[src/rtl/reg_dump_pkg.sv]
// Shared definitions for the register dump controller.
//   estado_t     : dump FSM states (CHECKSUM only when REG_DUMP_CHECKSUM_EN
//                  is defined)
//   LARGURA_DADO : register data width
//   LARGURA_END  : register index / address width
//   NUM_REGS     : number of registers in the dumped register file
package reg_dump_pkg;

    localparam int LARGURA_DADO = 32;
    localparam int LARGURA_END  = 5;
    localparam int NUM_REGS     = 32;

`ifdef REG_DUMP_CHECKSUM_EN
    typedef enum logic [1:0] {
        OCIOSO   = 2'd0,
        LER      = 2'd1,
        ENVIAR   = 2'd2,
        CHECKSUM = 2'd3
    } estado_t;
`else
    typedef enum logic [1:0] {
        OCIOSO   = 2'd0,
        LER      = 2'd1,
        ENVIAR   = 2'd2
    } estado_t;
`endif

endpackage

[src/rtl/reg_dump_ctrl.sv]
// Register dump controller: on a start pulse, walks a register index range,
// reads each register through a combinational register-file read port and
// streams the words out over a valid/ready interface.
//
// Optional feature macro: REG_DUMP_CHECKSUM_EN -- appends one XOR checksum
// word (index 0, SaidaUltimo=1) after the last register word.
//
// Ports:
//   Clock         in   1  rising-edge clock
//   Reset_n       in   1  synchronous reset, active-low
//   Iniciar       in   1  start pulse (ignored while Ocupado=1)
//   IndiceInicial in   5  first register index of the range
//   IndiceFinal   in   5  last register index of the range
//   regLeitura    out  5  register-file read address (0 while idle)
//   DadosLeitura  in  32  combinational read data for regLeitura
//   SaidaValida   out  1  output word valid
//   SaidaPronta   in   1  consumer ready
//   SaidaDados    out 32  output word
//   SaidaIndice   out  5  register index of the output word
//   SaidaUltimo   out  1  final word of the dump
//   Ocupado       out  1  dump in progress
//   Erro          out  1  sticky invalid-range flag, cleared by next start
module reg_dump_ctrl
    import reg_dump_pkg::*;
#(
    parameter bit PULAR_ZERO = 1'b1
) (
    input  logic                    Clock,
    input  logic                    Reset_n,
    input  logic                    Iniciar,
    input  logic [LARGURA_END-1:0]  IndiceInicial,
    input  logic [LARGURA_END-1:0]  IndiceFinal,
    output logic [LARGURA_END-1:0]  regLeitura,
    input  logic [LARGURA_DADO-1:0] DadosLeitura,
    output logic                    SaidaValida,
    input  logic                    SaidaPronta,
    output logic [LARGURA_DADO-1:0] SaidaDados,
    output logic [LARGURA_END-1:0]  SaidaIndice,
    output logic                    SaidaUltimo,
    output logic                    Ocupado,
    output logic                    Erro
);

    estado_t                 estado_r;
    estado_t                 estado_nx_s;
    logic [LARGURA_END-1:0]  indice_r;
    logic [LARGURA_END-1:0]  indice_nx_s;
    logic [LARGURA_END-1:0]  final_r;
    logic [LARGURA_END-1:0]  inicio_efetivo_s;
    logic                    inicio_invalido_s;
    logic                    handshake_s;
    logic                    ultimo_carga_s;
    logic [LARGURA_END-1:0]  reg_leitura_r;
    logic                    valida_r;
    logic [LARGURA_DADO-1:0] dados_r;
    logic [LARGURA_END-1:0]  indice_saida_r;
    logic                    ultimo_r;
    logic                    ocupado_r;
    logic                    erro_r;
`ifdef REG_DUMP_CHECKSUM_EN
    logic [LARGURA_DADO-1:0] acumulador_r;
`endif

    assign regLeitura  = reg_leitura_r;
    assign SaidaValida = valida_r;
    assign SaidaDados  = dados_r;
    assign SaidaIndice = indice_saida_r;
    assign SaidaUltimo = ultimo_r;
    assign Ocupado     = ocupado_r;
    assign Erro        = erro_r;

    // Range decode, handshake detect and last-word flag for the word being loaded.
    always_comb begin
        if (PULAR_ZERO && (IndiceInicial == 5'd0)) begin
            inicio_efetivo_s = 5'd1;
        end else begin
            inicio_efetivo_s = IndiceInicial;
        end
        inicio_invalido_s = (inicio_efetivo_s > IndiceFinal);
        handshake_s       = valida_r & SaidaPronta;
`ifdef REG_DUMP_CHECKSUM_EN
        // The checksum word carries the end-of-dump marker instead.
        ultimo_carga_s    = 1'b0;
`else
        ultimo_carga_s    = (indice_r == final_r);
`endif
    end

    // Next-state and next-index logic of the dump FSM.
    always_comb begin
        estado_nx_s = estado_r;
        indice_nx_s = indice_r;
        case (estado_r)
            OCIOSO: begin
                if (Iniciar && !inicio_invalido_s) begin
                    estado_nx_s = LER;
                    indice_nx_s = inicio_efetivo_s;
                end else begin
                    estado_nx_s = OCIOSO;
                end
            end
            LER: begin
                estado_nx_s = ENVIAR;
            end
            ENVIAR: begin
                if (!handshake_s) begin
                    estado_nx_s = ENVIAR;
                end else if (indice_r == final_r) begin
                    // Index stops at the final register, so 31 never wraps to 0.
`ifdef REG_DUMP_CHECKSUM_EN
                    estado_nx_s = CHECKSUM;
`else
                    estado_nx_s = OCIOSO;
`endif
                end else begin
                    estado_nx_s = LER;
                    indice_nx_s = indice_r + 5'd1;
                end
            end
`ifdef REG_DUMP_CHECKSUM_EN
            CHECKSUM: begin
                if (handshake_s) begin
                    estado_nx_s = OCIOSO;
                end else begin
                    estado_nx_s = CHECKSUM;
                end
            end
`endif
            default: begin
                estado_nx_s = OCIOSO;
                indice_nx_s = 5'd0;
            end
        endcase
    end

    // State, index, read address and output word registers.
    always_ff @(posedge Clock) begin
        if (!Reset_n) begin
            estado_r       <= OCIOSO;
            indice_r       <= 5'd0;
            final_r        <= 5'd0;
            reg_leitura_r  <= 5'd0;
            valida_r       <= 1'b0;
            dados_r        <= 32'h0000_0000;
            indice_saida_r <= 5'd0;
            ultimo_r       <= 1'b0;
            ocupado_r      <= 1'b0;
            erro_r         <= 1'b0;
`ifdef REG_DUMP_CHECKSUM_EN
            acumulador_r   <= 32'h0000_0000;
`endif
        end else begin
            estado_r      <= estado_nx_s;
            indice_r      <= indice_nx_s;
            ocupado_r     <= (estado_nx_s != OCIOSO);
            // Address is presented exactly during the LER cycle, else parked at 0.
            reg_leitura_r <= (estado_nx_s == LER) ? indice_nx_s : 5'd0;
            case (estado_r)
                OCIOSO: begin
                    if (Iniciar) begin
                        erro_r  <= inicio_invalido_s;
                        final_r <= IndiceFinal;
`ifdef REG_DUMP_CHECKSUM_EN
                        acumulador_r <= 32'h0000_0000;
`endif
                    end
                end
                LER: begin
                    dados_r        <= DadosLeitura;
                    indice_saida_r <= indice_r;
                    valida_r       <= 1'b1;
                    ultimo_r       <= ultimo_carga_s;
`ifdef REG_DUMP_CHECKSUM_EN
                    acumulador_r   <= acumulador_r ^ DadosLeitura;
`endif
                end
                ENVIAR: begin
                    if (handshake_s) begin
                        valida_r <= 1'b0;
                        ultimo_r <= 1'b0;
                    end
                end
`ifdef REG_DUMP_CHECKSUM_EN
                CHECKSUM: begin
                    // First cycle loads the checksum word, then wait for its handshake.
                    if (!valida_r) begin
                        dados_r        <= acumulador_r;
                        indice_saida_r <= 5'd0;
                        ultimo_r       <= 1'b1;
                        valida_r       <= 1'b1;
                    end else if (handshake_s) begin
                        valida_r <= 1'b0;
                        ultimo_r <= 1'b0;
                    end
                end
`endif
                default: begin
                    valida_r <= 1'b0;
                end
            endcase
        end
    end

endmodule

[config.mk]
export PLATFORM = sky130hd
export DESIGN_NAME = reg_dump_ctrl
export DESIGN_NICKNAME = d
export VERILOG_FILES = /design/src/rtl/reg_dump_pkg.sv /design/src/rtl/reg_dump_ctrl.sv
export SDC_FILE = /design/constraint.sdc
export NUM_CORES = 1
export LEC_CHECK = 0
export CORE_UTILIZATION = 44
export DETAILED_ROUTE_END_ITERATION = 10
export GPL_TIMING_DRIVEN = 0
export PLACE_DENSITY = 0.79
export SYNTH_ARGS = -nofsm -noshare
export SYNTH_HDL_FRONTEND = slang
export SYNTH_SLANG_ARGS = --single-unit
export TNS_END_PERCENT = 100
[constraint.sdc]
create_clock -name Clock -period 2.6 [get_ports Clock]
set_clock_uncertainty 0.15 [all_clocks]
set_input_delay 0.52 -clock Clock [delete_from_list [all_inputs] [get_ports Clock]]
set_output_delay 0.52 -clock Clock [all_outputs]
set_load 0.005 [all_outputs]
# After elaboration in Yosys (flattened, before gate mapping)
# Cells that the tools add are included.
# op_classes
add_sub_neg	1
n_lt_le_gt_ge	1
eq_ne	5
muxes	12
bitwise	2
reduce_logical	10
# op_table
op	count
$mux 5	4
$pmux 5 s3	1
$reduce_and 2->1	4
$pmux 2 s3	1
$add 5x1->5 const B	1
$eq 5x5->1	1
$gt 5x5->1	1
$logic_not 5->1	1
$eq 2x1->1 const B	2
$reduce_bool 2->1	2
$mux 1	3
$pmux 1 s3	1
$eq 2x2->1 const B	1
$logic_not 2->1	1
$mux 2	1
$ne 2x2->1 const B	1
$pmux 1 s2	1
$and 1x1->1	1
$logic_and 1x1->1	1
$logic_not 1->1	1
$not 1->1	1
# totals
regBits	58
out_inout_bits	46
wordCells	41

# Logic depth before layout (Yosys ltp)
# Gate-level depths: netlist (run 1).
# depth
word_depth	9
depth_mapped	9
depth_no_buf	9

# Worst setup path after synthesis (run 1)
# No wires, ideal clock.
# synth_path
path_type	input to register
startpoint	in IndiceInicial[4]
endpoint	reg indice_r[2]
setup_ps	127
arrival_ps	2126
required_ps	2323
path_slack_ps	197
cell_stages	9
n_path_buf	0
path_cell_list	nor4_1 nor2_1 ha_1 and3_1 nand3_1 o21ai_1 a21oi_1 a2111oi_2 nor2_1
# synth_via
elab_chain_len	7
# synth_rtl
element	line	text
start: declaration	reg_dump_ctrl.sv:31	input logic [LARGURA_END-1:0] IndiceInicial,
$logic_not 5->1	reg_dump_ctrl.sv:74	if (PULAR_ZERO && (IndiceInicial == 5'd0)) begin
$mux 5 *	reg_dump_ctrl.sv:74	
$gt 5x5->1	reg_dump_ctrl.sv:79	inicio_invalido_s = (inicio_efetivo_s > IndiceFinal);
$logic_not 1->1	reg_dump_ctrl.sv:95	if (Iniciar && !inicio_invalido_s) begin
$logic_and 1x1->1	reg_dump_ctrl.sv:95	
$mux 5 *	reg_dump_ctrl.sv:95	
$pmux 5 s3 *	reg_dump_ctrl.sv:93	case (estado_r)
end signal: assignment	reg_dump_ctrl.sv:154	indice_r <= indice_nx_s;
end: declaration	reg_dump_ctrl.sv:46	logic [LARGURA_END-1:0] indice_r;
# Mark *: on every way between the ends. The rest lies on a longest branch, timed or not.
# A chain may end at the register's enable or synchronous reset.

# Worst setup path after layout (run 1)
# layout_path
startpoint	in IndiceFinal[2]
endpoint	reg reg_leitura_r[2], in the netlist regLeitura[2]
# layout_via
elab_chain_len	7
elab_cells_between_ends	9
# layout_rtl
element	line	text
start: declaration	reg_dump_ctrl.sv:32	input logic [LARGURA_END-1:0] IndiceFinal,
$gt 5x5->1 *	reg_dump_ctrl.sv:79	
$logic_not 1->1 *	reg_dump_ctrl.sv:95	
$logic_and 1x1->1 *	reg_dump_ctrl.sv:95	
$mux 1	reg_dump_ctrl.sv:95	
$pmux 2 s3	reg_dump_ctrl.sv:93	
$eq 2x1->1	reg_dump_ctrl.sv:157	reg_leitura_r <= (estado_nx_s == LER) ? indice_nx_s : 5'd0;
$reduce_and 2->1 (no line)	n/a	
end signal: assignment	reg_dump_ctrl.sv:157	
end: declaration	reg_dump_ctrl.sv:53	logic [LARGURA_END-1:0] reg_leitura_r;
# Marked as above.

==> results.tsv, run 1 <==
metric	value	unit
crit path DAT	2.53	ns
DR WL/cell	13.1	µm
worst-path cell chain	clkdlybuf4s50_1 -> inv_1 -> ha_1 -> o211ai_1 -> a21oi_2 -> o21ai_4 -> a21oi_4 -> a2111oi_4 -> nor2_1	
crit start category	input pin	
setup slack, reg-to-reg	0.54	ns
Commonest cells post-synth	nand2_1, dfxtp_1, a21boi_1	
ant diodes	0	
sequential cell area	0.00116	mm²
post-layout util	68.7	%
# fillers	461	
Netlist cell types	40	
Die X	77.2	µm
fin worst setup slack	0.116	ns
Post-synth EDFFs	0	
cells after synthesis	301	
Area Growth Syn to Fin	51.1	%
Critical Path Max Stage Delay	0.47	ns
die height	77.2	µm
Critical Path Slowest Stage Cell	clkdlybuf4s50_1	
Slew Limit Fails	0	
H-tree Lvls	3	
IO Pins	92	
dominant cell type by area after synthesis	dfxtp_1	
Via density	4.95	
register bit total from synthesis	58	
Final setup viols	0	
Num CTS Buffers	9	
Max Root-Sink Buffers	2	
DRT antenna net count	0	
die area	0.00596	mm²
I/O Buffers	91	
TritonCTS Sinks	58	
WS Path Type	input pin to flop	
syn avg cell area	8.26	µm²
reg2reg end	regLeitura[2]	
Critical Path End Type	flop	
Worst Hold Depth	2	
critical path's top delay family	compound AO/OA/AOI/OAI gates	
HP Start	SaidaDados[21]	
minimum clock period	2.48	ns
Area after DPL	0.00349	mm²
leakage power	1.47	nW
Syn. warnings	0	
Power Density	577	mW/mm²
# hold bufs at CTS	0	
synthesized netlist net count	353	
design area	0.00376	mm²
top-count cell post-synth	nand2_1	
initial antenna violation count	0	
sequential share of the synthesized area	46.7	%
area taken by multi-input logic gates	0.00127	mm²
largest net degree at the start of global routing	11	
Tcrit/Tclk final	95.5	%
Synth Cell Area	0.00249	mm²
R2R Path Start	estado_r[0]	
fraction of registers with async set or reset after synthesis	0	%
vias in the first global route	2329	
Clock Pin Slew Worst Setup and Hold Paths	0.06	ns
CORE AREA	0.00547	mm²
Buf+Inv Stages, Crit Path	2	
HPWL Detailed	4.42	mm
worst-path fanout max	7	
Final Net Count	458	
Fmax	403	MHz
CTS root buf	clkbuf_8	
Tightest Pin Transition	0.588	ns
ys flop type	dfxtp_1	
drt total wl	6.33	mm
Synth top area share	46.7	%
hold_ws	0.301	ns
status	completed	
num rows	27	
Required @ worst endpoint	2.65	ns
Starting Density	45.5	%
Worst-Skew Late Latency	0.33	ns
gr ovfl total	0	
Relative slew margins	60.6	%
via count	2385	
dpl ws	-0.681	ns
worst min-delay path category	flop to flop	
number of DRC markers in iteration 0	141	
top cells by area, synth	dfxtp_1, nand2_1, a21boi_1	
hold endpoint	SaidaDados[21]	
Pre-Repair DR Iteration Count	4	
Reg2Reg Depth	6	
final hold vios	0	
share of layout cells above drive strength 1	7.32	%
Total GRT Usage	22.0	%
max-cap viol count	0	
DRC	0	
TritonCTS clock tree	built	
RePlAce Congestion	0.912	
VDD IR max	0.000519	V
global-route wire length before repair	10.3	mm
-- layer usage --
metal | global-route usage, % | vias up | share of wire [%]
met2 | 37.3 | 85 | 47
li1 | - | 1211 | -
met1 | 26.2 | 1070 | 44
met5 | 0 | - | 0
met3 | 4.64 | 19 | 6.1
met4 | 10.9 | 0 | 3.3
-- where the power goes --
part	total, mW	switching, mW	internal (mW)
Combinational	0.402	0.187	0.215
Clock	0.799	0.335	0.465
Sequential	0.967	0.0289	0.938
-- worst register-to-register path, stage by stage (launching register included) --
cell and delay, ns:
dfxtp_1 0.30, clkbuf_1 0.21, nand2b_1 0.25, nor2_1 0.47
nand2_1 0.15, a21o_1 0.28, nor2_1 0.18
-- cell families after synthesis --
group	after synthesis	synth area share, %
buffers and inverters	25	4.22
flip-flops	58	46.7
AO/OA/AOI/OAI	73	21.1
XOR/XNOR	5	1.76
adder cells (fa/ha/maj)	6	3.02
multiplexers	1	0.402
AND/OR/NAND/NOR	133	22.8
-- how the worst max path moves through the flow --
stage                          start       endpoint  cells past startpoint
finish                IndiceFinal[2]  regLeitura[2]                      9
global route          IndiceFinal[2]  regLeitura[2]                      9
CTS                 IndiceInicial[4]  regLeitura[2]                     10
detailed placement  IndiceInicial[4]  regLeitura[2]                     10
global placement    IndiceInicial[4]  regLeitura[2]                     10
floorplan           IndiceInicial[4]    indice_r[2]                      9
-- area by class of cell --
class                   instances  area share [%]
repair buffers                 94            25.1
multi-input cells             218            33.8
inverters                       7           0.699
clock buffers                  13            3.96
plain buffers                  18            2.10
clock inverters                 2           0.999
well taps                      72            2.40
flip-flops and latches         58            30.9
-- per-stage QoR --
| step | power, mW | TNS (ns) | cells |
|---|---|---|---|
| after floorplan | 1.17 | 0 | 301 |
| after detailed placement | 1.36 | -5.89 | 464 |
| after global placement | 1.36 | -4.76 | 464 |
| after global routing | 2.26 | -0.0434 | 482 |
| after CTS | 2.17 | -0.00344 | 479 |
| final | 2.17 | 0 | 482 |
-- cells in the final DEF, fill, tap and decap left out, types with 2 or more instances in the layout --
master	netlist	routed
nand3_1	2	2
nand4_1	2	2
nand2b_1	3	3
a21o_1	2	2
a21oi_1	10	8
xor2_1	5	5
clkdlybuf4s50_1	0	87
nor3_2	1	2
nand2_1	96	96
dlymetal6s2s_1	0	4
clkbuf_1	14	17
a21oi_2	1	2
nor2_1	13	13
buf_4	0	3
buf_2	3	3
a21boi_0	17	17
and3_1	3	3
inv_1	6	6
o21ai_0	5	5
o221ai_1	2	2
nor2b_1	4	4
o211a_1	2	2
and2_1	2	2
clkbuf_8	0	10
ha_1	6	6
a21boi_1	26	26
dfxtp_1	58	58
-- sequential cells by signal, indices dropped and copies added, names as in the netlist --
register     cells
SaidaDados      32
SaidaIndice      5
final_r          5
indice_r         5
regLeitura       5
estado_r         2
Erro             1
Ocupado          1
SaidaUltimo      1
SaidaValida      1
-- what timing repair did --
item | 4_1_cts | 5_1_grt
gates resized for setup | 7 | 5
pin swaps | 1 | 3
setup buffers | 0 | 3
setup endpoints to repair | 12 | 10
Power figures use the tool's default switching activity.
==> inputs of run 2 (changes only) <==
Settings changed: CTS_CLUSTER_SIZE set to 30.
==> results of run 2 <==
Final layout, timing and power as in run 1 (identical DEF).
==> inputs of run 3 (changes only) <==
Settings changed: REMOVE_ABC_BUFFERS set to 1.
==> run 3 against run 2 <==
First-iteration DRC count is 35% lower. Via count fell by 3.4%. Non-clock buffer count fell by 20. Hold slack gained 0.0011 ns. Core utilization down 1.7 points. Clock-buffer cell count down 2. Clock power shrank 8.0%. Maximum frequency decreased by 2.3%. Die area stayed put. Critical endpoint is now regLeitura[1].
==> results.tsv, run 3 (synthesized netlist as in run 1, its figures left out) <==
metric	value	unit
via count	2305	
Power Density	569	mW/mm²
crit path DAT	2.60	ns
Pre-Repair DR Iteration Count	6	
Fmax	393	MHz
ant diodes	0	
Total GRT Usage	20.4	%
global-route wire length before repair	9.59	mm
Reg power frac	46.9	%
WS Path Type	input pin to flop	
max-cap viol count	0	
Area after DPL	0.00342	mm²
R2R Path Start	estado_r[1]	
Required @ worst endpoint	2.66	ns
TritonCTS clock tree	built	
DR WL/cell	12.8	µm
post-layout util	66.9	%
Comb power frac	17.8	%
VDD IR max	0.000515	V
Critical Path Slowest Stage Cell	clkdlybuf4s50_1	
vias in the first global route	2101	
worst-path cell chain	clkdlybuf4s50_1 -> nor4_2 -> nor2_1 -> ha_1 -> nand2b_1 -> a21oi_4 -> o21ai_4 -> and4_1 -> nor3_2 -> a21oi_1	
switching power share of the total	26.3	%
leakage power	1.40	nW
post-layout instance count excluding filler cells	463	
total chip power	2.08	mW
area taken by multi-input logic gates	0.00129	mm²
die height	77.2	µm
Psw	548	µW
Num CTS Buffers	9	
num rows	27	
worst min-delay path category	flop to flop	
initial antenna violation count	0	
RePlAce Congestion	0.848	
HP Start	SaidaIndice[2]	
minimum clock period	2.54	ns
IO Pins	92	
CTS root buf	clkbuf_8	
largest net degree at the start of global routing	49	
Die X	77.2	µm
# fillers	470	
H-tree Lvls	3	
Tightest Pin Transition	1.29	ns
critical path launch point	IndiceInicial[4]	
Tcrit/Tclk final	97.8	%
DRC	0	
Clock Pin Slew Worst Setup and Hold Paths	0.06	ns
Area Growth Syn to Fin	47.2	%
Relative slew margins	13.8	%
clock power share	35.3	%
most frequent cells in the layout	nand2_1, clkdlybuf4s50_1, dfxtp_1	
final hold vios	0	
Critical Path Max Stage Delay	0.46	ns
sequential cell area	0.00116	mm²
TritonCTS Sinks	58	
crit start category	input pin	
Via density	4.98	
worst-path fanout max	8	
P_int	1.53	mW
design area	0.00366	mm²
Worst-Skew Late Latency	0.33	ns
die area	0.00596	mm²
max reg flops	32	
drt total wl	5.93	mm
Starting Density	45.5	%
share of layout cells above drive strength 1	8.44	%
I/O Buffers	91	
Slew Limit Fails	0	
Critical Path End Type	flop	
Max Root-Sink Buffers	2	
placed cells	446	
Final setup viols	0	
status	completed	
DRT antenna net count	0	
most common cell after layout, fill and taps aside	nand2_1	
gr ovfl total	0	
number of DRC markers in iteration 0	91	
Final Net Count	438	
HPWL Detailed	3.96	mm
CORE AREA	0.00547	mm²
==> run 3: layout make-up <==
cell class | instances | area share, %
Timing Repair Buffer | 92 | 24.9
Clock inverter | 5 | 0.786
Inverter | 7 | 0.717
Clock buffer | 11 | 4.13
Multi-Input combinational cell | 218 | 35.3
Tap cell | 72 | 2.46
Sequential cell | 58 | 31.7
==> run 3: layer usage <==
| layer | track usage [%] | wire, µm | vias up |
|---|---|---|---|
| li1 | - | - | 1170 |
| met1 | 27.0 | 2760 | 1032 |
| met2 | 30.6 | 2680 | 93 |
| met3 | 6.43 | 419 | 10 |
| met4 | 8.49 | 70 | 0 |
| met5 | 0 | 0 | - |
==> run 3: stage by stage <==
step	hold WS [ns]	setup WS, ns	TNS, ns
after floorplan	0.301	0.197	0
after global placement	0.290	-0.684	-24.79
after detailed placement	0.295	-0.603	-5.05
after CTS	0.304	0.00923	0
after global routing	0.326	-0.0937	-0.644
final	0.302	0.0584	0
==> run 3: critical path: cells and delay by family <==
family	cells	cell delay [ns]
AO/OA/AOI/OAI	3	0.45
AND/OR/NAND/NOR	5	0.99
buffers and inverters	1	0.46
adder cells (fa/ha/maj)	1	0.19
==> run 3: worst paths after layout <==
| kind | slack, ns | to | depth (start not counted) |
|---|---|---|---|
| min reg2reg | 0.30 | SaidaIndice[2] | 2 |
| max reg2reg | 0.27 | regLeitura[1] | 5 |
| min | 0.30 | SaidaIndice[2] | 2 |
| max | 0.06 | regLeitura[1] | 10 |
==> run 3: power groups by stage <==
stage | sequential (mW) | combinational [mW] | clock, mW
floorplan | 0.992 | 0.163 | 0
global placement | 0.992 | 0.350 | 0
detailed placement | 0.996 | 0.354 | 0
CTS | 0.976 | 0.358 | 0.754
global route | 0.984 | 0.407 | 0.804
finish | 0.977 | 0.371 | 0.735
==> run 3: timing repair <==
item                                    in CTS  in global routing
endpoints found under the setup margin       8                  9
setup buffers                                0                  1
pin swaps                                    1                  0
hold buffers                                 0                  0
resized for setup                            4                  8
